## src/rtl/vga_wave_scan_controller.sv

```systemverilog
// vga_wave_scan_controller: captures a WIDTH-sample audio snapshot on a rising zero crossing or timeout,
// then raster-scans the display through the visualization block into the VGA plot port.
module vga_wave_scan_controller #(
    parameter int WIDTH        = 160,
    parameter int HEIGHT       = 120,
    parameter int AUTO_TIMEOUT = 4096,
    parameter int DECIM        = 1
) (
    input  logic       clk,
    input  logic       resetn,
    input  logic [5:0] sample_in,
    input  logic       sample_valid,
    input  logic       enable,
    output logic [7:0] scan_x,
    output logic [6:0] scan_y,
    input  logic [7:0] wave_requested,
    output logic [5:0] wave_amplitude,
    input  logic [2:0] pixel_color,
    output logic [7:0] vga_x,
    output logic [6:0] vga_y,
    output logic [2:0] vga_color,
    output logic       vga_plot,
    input  logic       vga_ready,
    output logic       busy,
    output logic       frame_done
);
    localparam int TW = AUTO_TIMEOUT > 2 ? $clog2(AUTO_TIMEOUT) : 1;
    localparam int DW = DECIM > 1 ? $clog2(DECIM) : 1;
    typedef enum logic [1:0] {ARM, CAPTURE, DRAW} state_t;
    state_t state, state_nx;
    logic [5:0] snap [WIDTH];
    logic [5:0] prev;
    logic prev_ok;
    logic [TW-1:0] tmo;
    logic [7:0] wr_idx;
    logic [DW-1:0] dec_cnt;
    logic last_loaded;
    logic trig, cap_wr, cap_done, load, accept_last, scan_eol;
    assign wave_amplitude = wave_requested < 8'(WIDTH) ? snap[wave_requested] : 6'd0;
    assign busy = state != ARM;
    always_comb begin
        trig = enable && sample_valid &&
               ((prev_ok && $signed(prev) < 0 && $signed(sample_in) >= 0) || tmo == TW'(AUTO_TIMEOUT - 1));
        cap_wr = sample_valid && dec_cnt == DW'(DECIM - 1);
        cap_done = cap_wr && wr_idx == 8'(WIDTH - 1);
        load = !last_loaded && (!vga_plot || vga_ready);
        accept_last = last_loaded && vga_plot && vga_ready;
        scan_eol = scan_x == 8'(WIDTH - 1);
        state_nx = state;
        case (state)
            ARM:     state_nx = trig ? CAPTURE : ARM;
            CAPTURE: state_nx = cap_done ? DRAW : CAPTURE;
            DRAW:    state_nx = accept_last ? ARM : DRAW;
            default: state_nx = ARM;
        endcase
    end
    // Snapshot storage has no reset; its contents only matter after a full capture.
    always_ff @(posedge clk) begin
        if (state == ARM && trig)
            snap[0] <= sample_in;
        else if (state == CAPTURE && cap_wr)
            snap[wr_idx] <= sample_in;
    end
    always_ff @(posedge clk or negedge resetn) begin
        if (!resetn) begin
            state       <= ARM;
            prev        <= '0;
            prev_ok     <= 1'b0;
            tmo         <= '0;
            wr_idx      <= '0;
            dec_cnt     <= '0;
            last_loaded <= 1'b0;
            scan_x      <= '0;
            scan_y      <= '0;
            vga_x       <= '0;
            vga_y       <= '0;
            vga_color   <= '0;
            vga_plot    <= 1'b0;
            frame_done  <= 1'b0;
        end else begin
            state      <= state_nx;
            frame_done <= 1'b0;
            case (state)
                ARM: begin
                    if (sample_valid) begin
                        prev    <= sample_in;
                        prev_ok <= 1'b1;
                    end
                    tmo <= !enable ? '0 : sample_valid ? tmo + 1'b1 : tmo;
                    if (trig) begin
                        wr_idx  <= 8'd1;
                        dec_cnt <= '0;
                    end
                end
                CAPTURE: begin
                    if (sample_valid) begin
                        dec_cnt <= cap_wr ? '0 : dec_cnt + 1'b1;
                        wr_idx  <= cap_wr ? wr_idx + 1'b1 : wr_idx;
                    end
                    if (cap_done) begin
                        scan_x      <= '0;
                        scan_y      <= '0;
                        last_loaded <= 1'b0;
                    end
                end
                DRAW: begin
                    if (load) begin
                        vga_x       <= scan_x;
                        vga_y       <= scan_y;
                        vga_color   <= pixel_color;
                        vga_plot    <= 1'b1;
                        last_loaded <= scan_eol && scan_y == 7'(HEIGHT - 1);
                        scan_x      <= scan_eol ? '0 : scan_x + 1'b1;
                        scan_y      <= scan_eol ? scan_y + 1'b1 : scan_y;
                    end
                    // Final pixel accepted: close the frame and re-arm from a clean trigger history.
                    if (accept_last) begin
                        vga_plot    <= 1'b0;
                        frame_done  <= 1'b1;
                        tmo         <= '0;
                        prev_ok     <= 1'b0;
                        last_loaded <= 1'b0;
                        scan_x      <= '0;
                        scan_y      <= '0;
                    end
                end
                default: ;
            endcase
        end
    end
endmodule

```

## config.mk

```make
export PLATFORM = sky130hd
export DESIGN_NAME = vga_wave_scan_controller
export DESIGN_NICKNAME = d
export VERILOG_FILES = /design/src/rtl/vga_wave_scan_controller.sv
export SDC_FILE = /design/constraint.sdc
export NUM_CORES = 1
export LEC_CHECK = 0
export CORE_ASPECT_RATIO = 0.75
export CORE_MARGIN = 4
export CORE_UTILIZATION = 50
export CTS_CLUSTER_DIAMETER = 100
export DETAILED_ROUTE_END_ITERATION = 8
export PLACE_DENSITY = 0.66
export SLEW_MARGIN = 20
export SYNTH_ARGS = -nofsm -noshare
export SYNTH_HDL_FRONTEND = slang
export SYNTH_SLANG_ARGS = --single-unit
```

## constraint.sdc

```tcl
create_clock -name clk -period 3.26 [get_ports clk]
set_input_delay 0.489 -clock clk [delete_from_list [all_inputs] [get_ports clk]]
set_output_delay 0.489 -clock clk [all_outputs]
set_load 0.02 [all_outputs]
```

After elaboration in Yosys (flattened, before gate mapping)
Memory sizes are Yosys's and may differ from the RTL's.
Index checks and enable logic that the tools add are counted.
{"block": "totals", "reg_bits": 66, "ramBits": 960, "input_bits": 22, "out_inout_bits": 42, "elab_cells": 117, "mem_count": 1}
{"block": "classes", "n_addsub": 5, "order_cmp": 3, "n_eq_ne": 15, "mux": 46, "n_bitwise": 1, "reduce_logical": 32}
{"memory": "snap", "depth": 160, "word_bits": 6, "read_ports": 1, "rd_ports_with_merged_regs": 0, "wr": 1, "line_no": "31", "rtl": "logic [5:0] snap [WIDTH];"}
{"cell": "2-to-1 mux 8 bit", "count": 8}
{"cell": "2-to-1 mux 12 bit", "count": 3}
{"cell": "case mux 8 bit (2 select lines)", "count": 2}
{"cell": "2-to-1 mux 7 bit", "count": 4}
{"cell": "case mux 12 bit (2 select lines)", "count": 1}
{"cell": "2-to-1 mux 1 bit", "count": 19}
{"cell": "adder 8 x 1 -> 8 bit (second input constant)", "count": 2}
{"cell": "equality test 8 bit (second input constant)", "count": 2}
{"cell": "case mux 7 bit (2 select lines)", "count": 1}
{"cell": "adder 12 x 1 -> 12 bit (second input constant)", "count": 1}
{"cell": "equality test 12 bit (second input constant)", "count": 1}
{"cell": "logical AND 1 bit", "count": 12}
{"cell": "2-to-1 mux 6 bit", "count": 2}
{"cell": "inequality test 2 bit (second input constant)", "count": 6}
{"cell": "AND reduction 3 bit", "count": 4}
{"cell": "nonzero test 2 bit", "count": 5}
{"cell": "inequality test 3 bit (second input constant)", "count": 3}
{"cell": "less-than comparator 8 bit (second input constant)", "count": 1}
{"cell": "AND reduction 4 bit", "count": 2}
{"cell": "adder 7 x 1 -> 7 bit (second input constant)", "count": 1}
{"cell": "equality test 7 bit (second input constant)", "count": 1}
{"cell": "greater-or-equal comparator 6 x 1 -> 1 bit (second input constant)", "count": 1}
{"cell": "less-than comparator 6 x 1 -> 1 bit (second input constant)", "count": 1}
{"cell": "case mux 1 bit (2 select lines)", "count": 3}
{"cell": "11 further kinds", "count": 16}

Logic depth before layout (Yosys ltp)
Gate-level depths: netlist of run 1.
{"block": "depth", "ltp_word": 10, "depth_mapped": 11, "mapped_depth_nobuf": 7}

Worst setup path after synthesis of run 1
Ideal clock, no wire load.
{"block": "synth_path", "path_kind": "input -> output", "startpoint": "in wave_requested[0]", "endpoint": "out wave_amplitude[3]", "t_arrival_ns": 2.489, "required_ns": 2.771, "setup_slack_ns": 0.282, "stages": 9, "path_buffers": 4, "cell_sequence": "buf_2 buf_4 buf_6 buf_4 mux4_2 a21oi_1 a21oi_1 o31a_1 a41oi_1"}
{"block": "synth_between", "elab_chain_cells": 2}
{"item": "start: declaration", "line_no": "16", "rtl": "input logic [7:0] wave_requested,"}
{"item": "memory read (160 x 6 bit) or less-than comparator 8 bit (tied branches)"}
{"item": "2-to-1 mux 6 bit *", "line_no": "39", "rtl": "assign wave_amplitude = wave_requested < 8'(WIDTH) ? snap[wave_requested] : 6'd0;"}
{"item": "end: declaration", "line_no": "17", "rtl": "output logic [5:0] wave_amplitude,"}
Every way passes the cells marked *; elsewhere a longest branch is shown, timed or not.

Worst setup path in the final report of run 1
{"block": "layout_path", "startpoint": "mem snap[115][1]", "endpoint": "out wave_amplitude[1]"}
{"block": "layout_between", "elab_chain_cells": 2}
{"item": "start: declaration", "line_no": "31"}
{"item": "memory read (160 x 6 bit)"}
{"item": "2-to-1 mux 6 bit", "line_no": "39"}
No other way between the ends.

==> flow_metrics.tcl, run 1 <==
set metrics [dict create \
    die_w_um 336.3 \
    cts.htree.levels 3 \
    clk_pin_slew_ns 0.06 \
    cap_violations 0 \
    cp-start-kind "flip-flop" \
    yosys-top-cells-area "edfxtp_1 (71%), mux4_2 (15%), dfrtp_1 (3.8%), nor2_1 (1.8%), mux2i_1 (1.3%)" \
    start_util_pct 50.35 \
    drive_above_1_share_pct 35.29 \
    tritoncts "built" \
    hold_ws_ns 0.3662 \
    grt_pass1_wl_mm 141.7 \
    portBuffers 63 \
    rsz0062_at_grt "true" \
    cts_sinks 1021 \
    violations "setup timing" \
    arrival_ns 2.87 \
    fmax_mhz 297.5 \
    synth_most_common_cell "edfxtp_1" \
    numCtsBuffers 95 \
    synth-main-ff-cell "edfxtp_1" \
    area_growth_pct 20.07 \
    relSlewSlack_pct 36.44 \
    grt-ovfl-total 0 \
    hold_viol 0 \
    final_cells 3530 \
    ys_ff_latch 1021 \
    rows 90 \
    antenna_found_initial 1 \
    synthCells 1973 \
    dieArea_um2 85520 \
    slowest_delay_ns 0.50 \
    setup_viol 6 \
    netlist.area_leader.share_pct 71.30 \
    crit_top_cell "mux4_2" \
    worstPathCellList "mux4_2 > mux4_2 > a22oi_2 > and3_4 > o22ai_2 > buf_6" \
    syn_nets 1999 \
    total_power_mw 28.19 \
    grt_pass1_vias 21147 \
    synth_area_um2 40430 \
    cp_slowest_cell "mux4_2" \
    grtUsageTotal_pct 22.77 \
    combPwrFrac_pct 7.8 \
    crit_required_ns 2.77 \
    synthArstFlopShare_pct 5.975 \
    skew_ns 0.02117 \
    power_density_nw_per_um2 580.7 \
    syn_area_per_cell_um2 20.49 \
    crit_type "reg -> out" \
    yosys.area.top_type "edfxtp_1" \
    cts-root-buf "clkbuf_16" \
    pin_count 64 \
    dr.first_iter.drc_count 2351 \
    grt_max_degree 161 \
    utilization_pct 60.46 \
    wirelength_mm 95.61 \
    seq_power_share_pct 51.9 \
    end_kind "primary output" \
    clkPwrFrac_pct 40.2 \
    wl_per_cell_um 27.09 \
    clk_latency_ns 0.67 \
    p_int_mw 22.02 \
    synth_seq_area_share_pct 75.08 \
    fillers 5626 \
    finalCriticalPeriod_ns 3.362 \
    drc 0 \
    p_leak_nw 16.26 \
    period_share_pct 103.1 \
    yosysWarnings 0 \
    crit_fanout 1 \
    via_count 20988 \
    fin_ws_ns -0.1017 \
    drv_slew 0 \
    sw_frac_of_total_pct 21.89 \
    outcome "finished, violations left" \
    dp.cells 3334 \
    coreArea_um2 80290 \
    regArea_um2 30350 \
    hp-class "in -> async" \
    die_h_um 254.3 \
    dp_hpwl_mm 62.14 \
    multi_input_area_um2 9726 \
    vias_per_cell 5.946 \
    nets 2419 \
    p_switching_mw 6.172 \
    first_pass_iters 7 \
    worst_pin_slew_ns 0.9534 \
    ant_nets 0 \
    ir_worst_vdd_mv 0.4805 \
    clockBufferDepth 3 \
    synth.distinct_cells 57 \
    synth_common_cells "edfxtp_1 (960), mux4_2 (267), nor2_1 (195), dfrtp_1 (61), nand2_1 (55)" \
    synth_edf_count 960 \
    gp_routability_congestion 0.8863 \
]
==> worst max-delay path, delay by kind of cell, from the launching register on <==
family / cells / cell delay, ns
muxes: 2 / 0.99
and+or+nand+nor: 1 / 0.25
DFF: 1 / 0.42
buffers and inverters: 1 / 0.17
AOI/OAI and AO/OA: 2 / 0.39
==> cell usage in the layout (no fill, tap or decap), types with 6 or more instances in the layout <==
cell type and n:
nand4_1 11, mux2_2 29, buf_12 31, a22o_1 8, clkdlybuf4s50_1 45, nor3_1 6
clkbuf_16 98, buf_16 6, edfxtp_1 960, o21ai_0 22, inv_6 7, mux4_2 267
a31oi_1 6, nor2b_1 18, dfrtp_1 61, buf_4 328, inv_1 9, nand2_1 53
clkbuf_1 10, bufinv_16 14, mux2i_1 47, buf_6 12, xor2_1 8, nand3_1 24
clkinv_2 18, nor2_1 195, a221oi_2 8, clkinv_1 23, a21oi_1 22, o211ai_1 6
==> metal layers <==
metal	wire (um)	up-vias	part of all wire (%)	global-route usage (%)
met5	0	-	0	0
met4	2537	0	2.7	6.541
met3	9364	160	9.8	6.214
met2	43930	969	46	33.75
met1	39780	10910	42	33.75
li1	-	8949	-	-
==> flip-flops by register name (all words and copies together) (netlist names), 2 cells and up <==
name and cells:
scan_y 7, tmo 12, vga_x 8, vga_color 3
snap 960, vga_y 7, scan_x 8, state 2
wr_idx 8
==> worst paths after layout <==
kind,startpoint,end,slack [ns],depth (start not counted)
min,resetn,prev[5],0.37,2
max reg2reg,state[1],snap[157][1],0.36,6
min reg2reg,prev_ok,prev_ok,0.48,1
max in group asynchronous,resetn,tmo[6],2.16,3
min in group clk,sample_in[0],snap[135][0],0.37,1
max,snap[115][1],wave_amplitude[1],-0.10,6
==> kinds of logic after synthesis <==
family,Yosys count,share of synthesized area [%]
compound gates,111,1.854
xor+xnor,13,0.2816
fa+ha+maj,4,0.1238
buf+inv,114,1.588
flops,1021,75.08
mux,353,17.11
simple gates,357,3.968
==> through the flow <==
stage	area [um^2]	setup slack, ns	TNS, ns
6_report	48540	-0.1017	-0.3341
5_1_grt	48540	-0.1888	-0.7193
4_1_cts	48280	-0.1272	-0.5240
3_5_place_dp	44740	-0.6659	-3.503
3_3_place_gp	44740	-0.6860	-3.567
2_1_floorplan	40430	0.2821	0
==> what timing repair did <==
item	in CTS	in global routing
gates resized for setup	82	29
hold endpoints to repair	23	0
pin swaps	19	10
setup buffers	5	14
cloned	2	1
setup endpoints to repair	6	6
hold buffers	1	0
==> area by class of cell <==
class                           instances  area share, %
Sequential cell                      1021          62.53
Multi-Input combinational cell        838          20.04
Timing Repair Buffer                  428          8.088
Clock buffer                          108          5.106
Tap cell                             1058          2.727
Clock inverter                         67          1.438
Inverter                                9        0.06959
Antenna cell                            1       0.005155
==> power by group through the flow <==
stage | Sequential (mW) | Clock [mW] | Combinational, mW
2_1_floorplan | 14.8 | 0 | 1.07
3_3_place_gp | 14.9 | 0 | 2.06
3_5_place_dp | 14.9 | 0 | 2.09
4_1_cts | 14.6 | 11.5 | 2.17
5_1_grt | 14.6 | 12.2 | 2.35
6_report | 14.6 | 11.3 | 2.21
(Power assumes the default switching activity.)
==> inputs of run 2 (changes only) <==
CORE_UTILIZATION = 60   (was 50)
PLACE_DENSITY = 0.77   (was 0.66)
==> run 2 against run 1 <==
The flow still finishes with violations (setup timing). Power down 0.71%. Hold slack worse by 0.021 ns. Sequential power about the same. Core utilization up 11 points. Critical path depth up 3. Largest cell class unchanged. Register-to-register slack worse by 0.04 ns. First-iteration DRC count up 28%. Die area down 16%. Setup slack worse by 0.026 ns. Clock power about the same. Via count up 3.2%.
==> flow_metrics.tcl, run 2 (synthesis gave the netlist of run 1 again) <==
set metrics [dict create \
    outcome "finished, violations left" \
    violations "setup timing" \
    seq_power_share_pct 52.3 \
    p_switching_mw 6.144 \
    wl_per_cell_um 29.43 \
    nets 2381 \
    pin_count 64 \
    start_util_pct 60.53 \
    reg.largest.list "snap x960, tmo x12" \
    grt-ovfl-total 0 \
    grt_max_degree 112 \
    first_pass_iters 6 \
    clockBufferDepth 3 \
    portBuffers 63 \
    ir_worst_vdd_mv 0.4179 \
    end_kind "primary output" \
    worst_pin_slew_ns 1.054 \
    p_int_mw 21.85 \
    drv_slew 0 \
    numCtsBuffers 94 \
    fmax_mhz 295.2 \
    drive_above_1_share_pct 34.03 \
    vias_per_cell 6.536 \
    grtUsageTotal_pct 27.79 \
    arrival_ns 2.90 \
    dieArea_um2 71640 \
    period_share_pct 103.9 \
    skew_ns 0.01900 \
    rows 82 \
    tritoncts "built" \
    gp_routability_congestion 0.9373 \
    setup_viol 5 \
    clk_pin_slew_ns 0.06 \
    power_density_nw_per_um2 585.2 \
    antenna_found_initial 1 \
    crit_required_ns 2.77 \
    cts_sinks 1021 \
    dr.first_iter.drc_count 3007 \
    coreArea_um2 66790 \
    antenna_cells 0 \
    hold_ws_ns 0.3452 \
    largest-register "snap" \
    fin_ws_ns -0.1273 \
    final_cell_mix "edfxtp_1 (960), buf_4 (301), mux4_2 (267)" \
    via_count 21666 \
    die_h_um 232.8 \
    die_w_um 307.7 \
    layout_commonest_cell "edfxtp_1" \
    sw_frac_of_total_pct 21.95 \
    fillers 3783 \
    grt_pass1_wl_mm 144.6 \
    dpl_worst_slack_ns -0.6205 \
    crit_type "reg -> out" \
    p_leak_nw 16.01 \
    clk_latency_ns 0.65 \
    rsz0062_at_grt "true" \
    hp-class "in -> reg" \
    cp-start-kind "flip-flop" \
    dp_hpwl_mm 60.39 \
    finalCriticalPeriod_ns 3.387 \
    hold_viol 0 \
    ant_nets 0 \
    cts.htree.levels 3 \
    clkPwrFrac_pct 40.1 \
    grt_pass1_vias 21656 \
    crit_fanout 1 \
    cts-root-buf "clkbuf_16" \
    drc 0 \
    largest_reg_flops 960 \
    relSlewSlack_pct 29.74 \
    cap_violations 0 \
    area_growth_pct 18.31 \
    wirelength_mm 97.55 \
    combPwrFrac_pct 7.6 \
]
-- run 2: area by class of cell --
type | instances | area, um^2 | share of cell area (%)
sequential | 1021 | 30350 | 63.46
multi-input combinational | 838 | 9644 | 20.16
timing repair buffer | 391 | 3556 | 7.434
clock buffer | 119 | 2541 | 5.313
tap | 882 | 1104 | 2.307
clock inverter | 55 | 598.1 | 1.250
inverter | 9 | 33.78 | 0.07063
-- run 2: metal layers --
layer	vias up	wire length, um	part of all wire (%)	GRT usage [%]
li1	8869	-	-	-
met1	11231	37830	39	40.65
met2	1360	45520	47	41.86
met3	204	11320	12	7.735
met4	2	2864	2.9	8.359
met5	-	13	0.013	0
-- run 2: power groups by stage --
stage               Clock [mW]  Combinational (mW)  Sequential, mW
floorplan                    0                1.07            14.8
global placement             0                1.93            14.9
detailed placement           0                1.98            14.9
CTS                       11.3                2.08            14.6
global route              12.0                2.23            14.7
finish                    11.2                2.12            14.6
-- run 2: worst paths after layout --
check | to | cells past startpoint | from | slack [ns]
min | snap[142][1] | 1 | sample_in[1] | 0.35
max in group asynchronous | wr_idx[6] | 3 | resetn | 2.18
max reg2reg | snap[0][2] | 8 | tmo[0] | 0.32
min in group asynchronous | vga_x[2] | 2 | resetn | 0.39
max | wave_amplitude[4] | 9 | snap[67][4] | -0.13
min reg2reg | prev_ok | 1 | prev_ok | 0.51
-- run 2: timing repair --
| item | 4_1_cts | 5_1_grt |
|---|---|---|
| buffers inserted | 6 | 3 |
| setup endpoints to repair | 6 | 6 |
| resized for setup | 85 | 8 |
| gates cloned | 2 | 1 |
| hold endpoints to repair | 0 | 44 |
| pin swaps | 12 | 9 |
| hold buffers | 0 | 1 |
-- run 2: critical path, stage by stage, from the launching register on --
cell	delay, ns
edfxtp_1	0.41
mux4_2	0.51
mux2_4	0.30
a221oi_2	0.25
buf_4	0.17
nand2_2	0.04
a31oi_1	0.17
buf_4	0.17
o22ai_4	0.08
buf_6	0.16
-- run 2: through the flow --
stage               instance area, um^2  utilization, %  std cells  power, mW  TNS [ns]
CTS                               47740           71.48       3310      28.06   -0.2500
finish                            47830           71.61       3315      27.99   -0.3045
global route                      47830           71.61       3315      28.84   -0.5275
global placement                  44240           66.24       3128      16.83    -3.249
detailed placement                44240           66.24       3128      16.89    -3.256
floorplan                         40430               -       1973      15.91         0
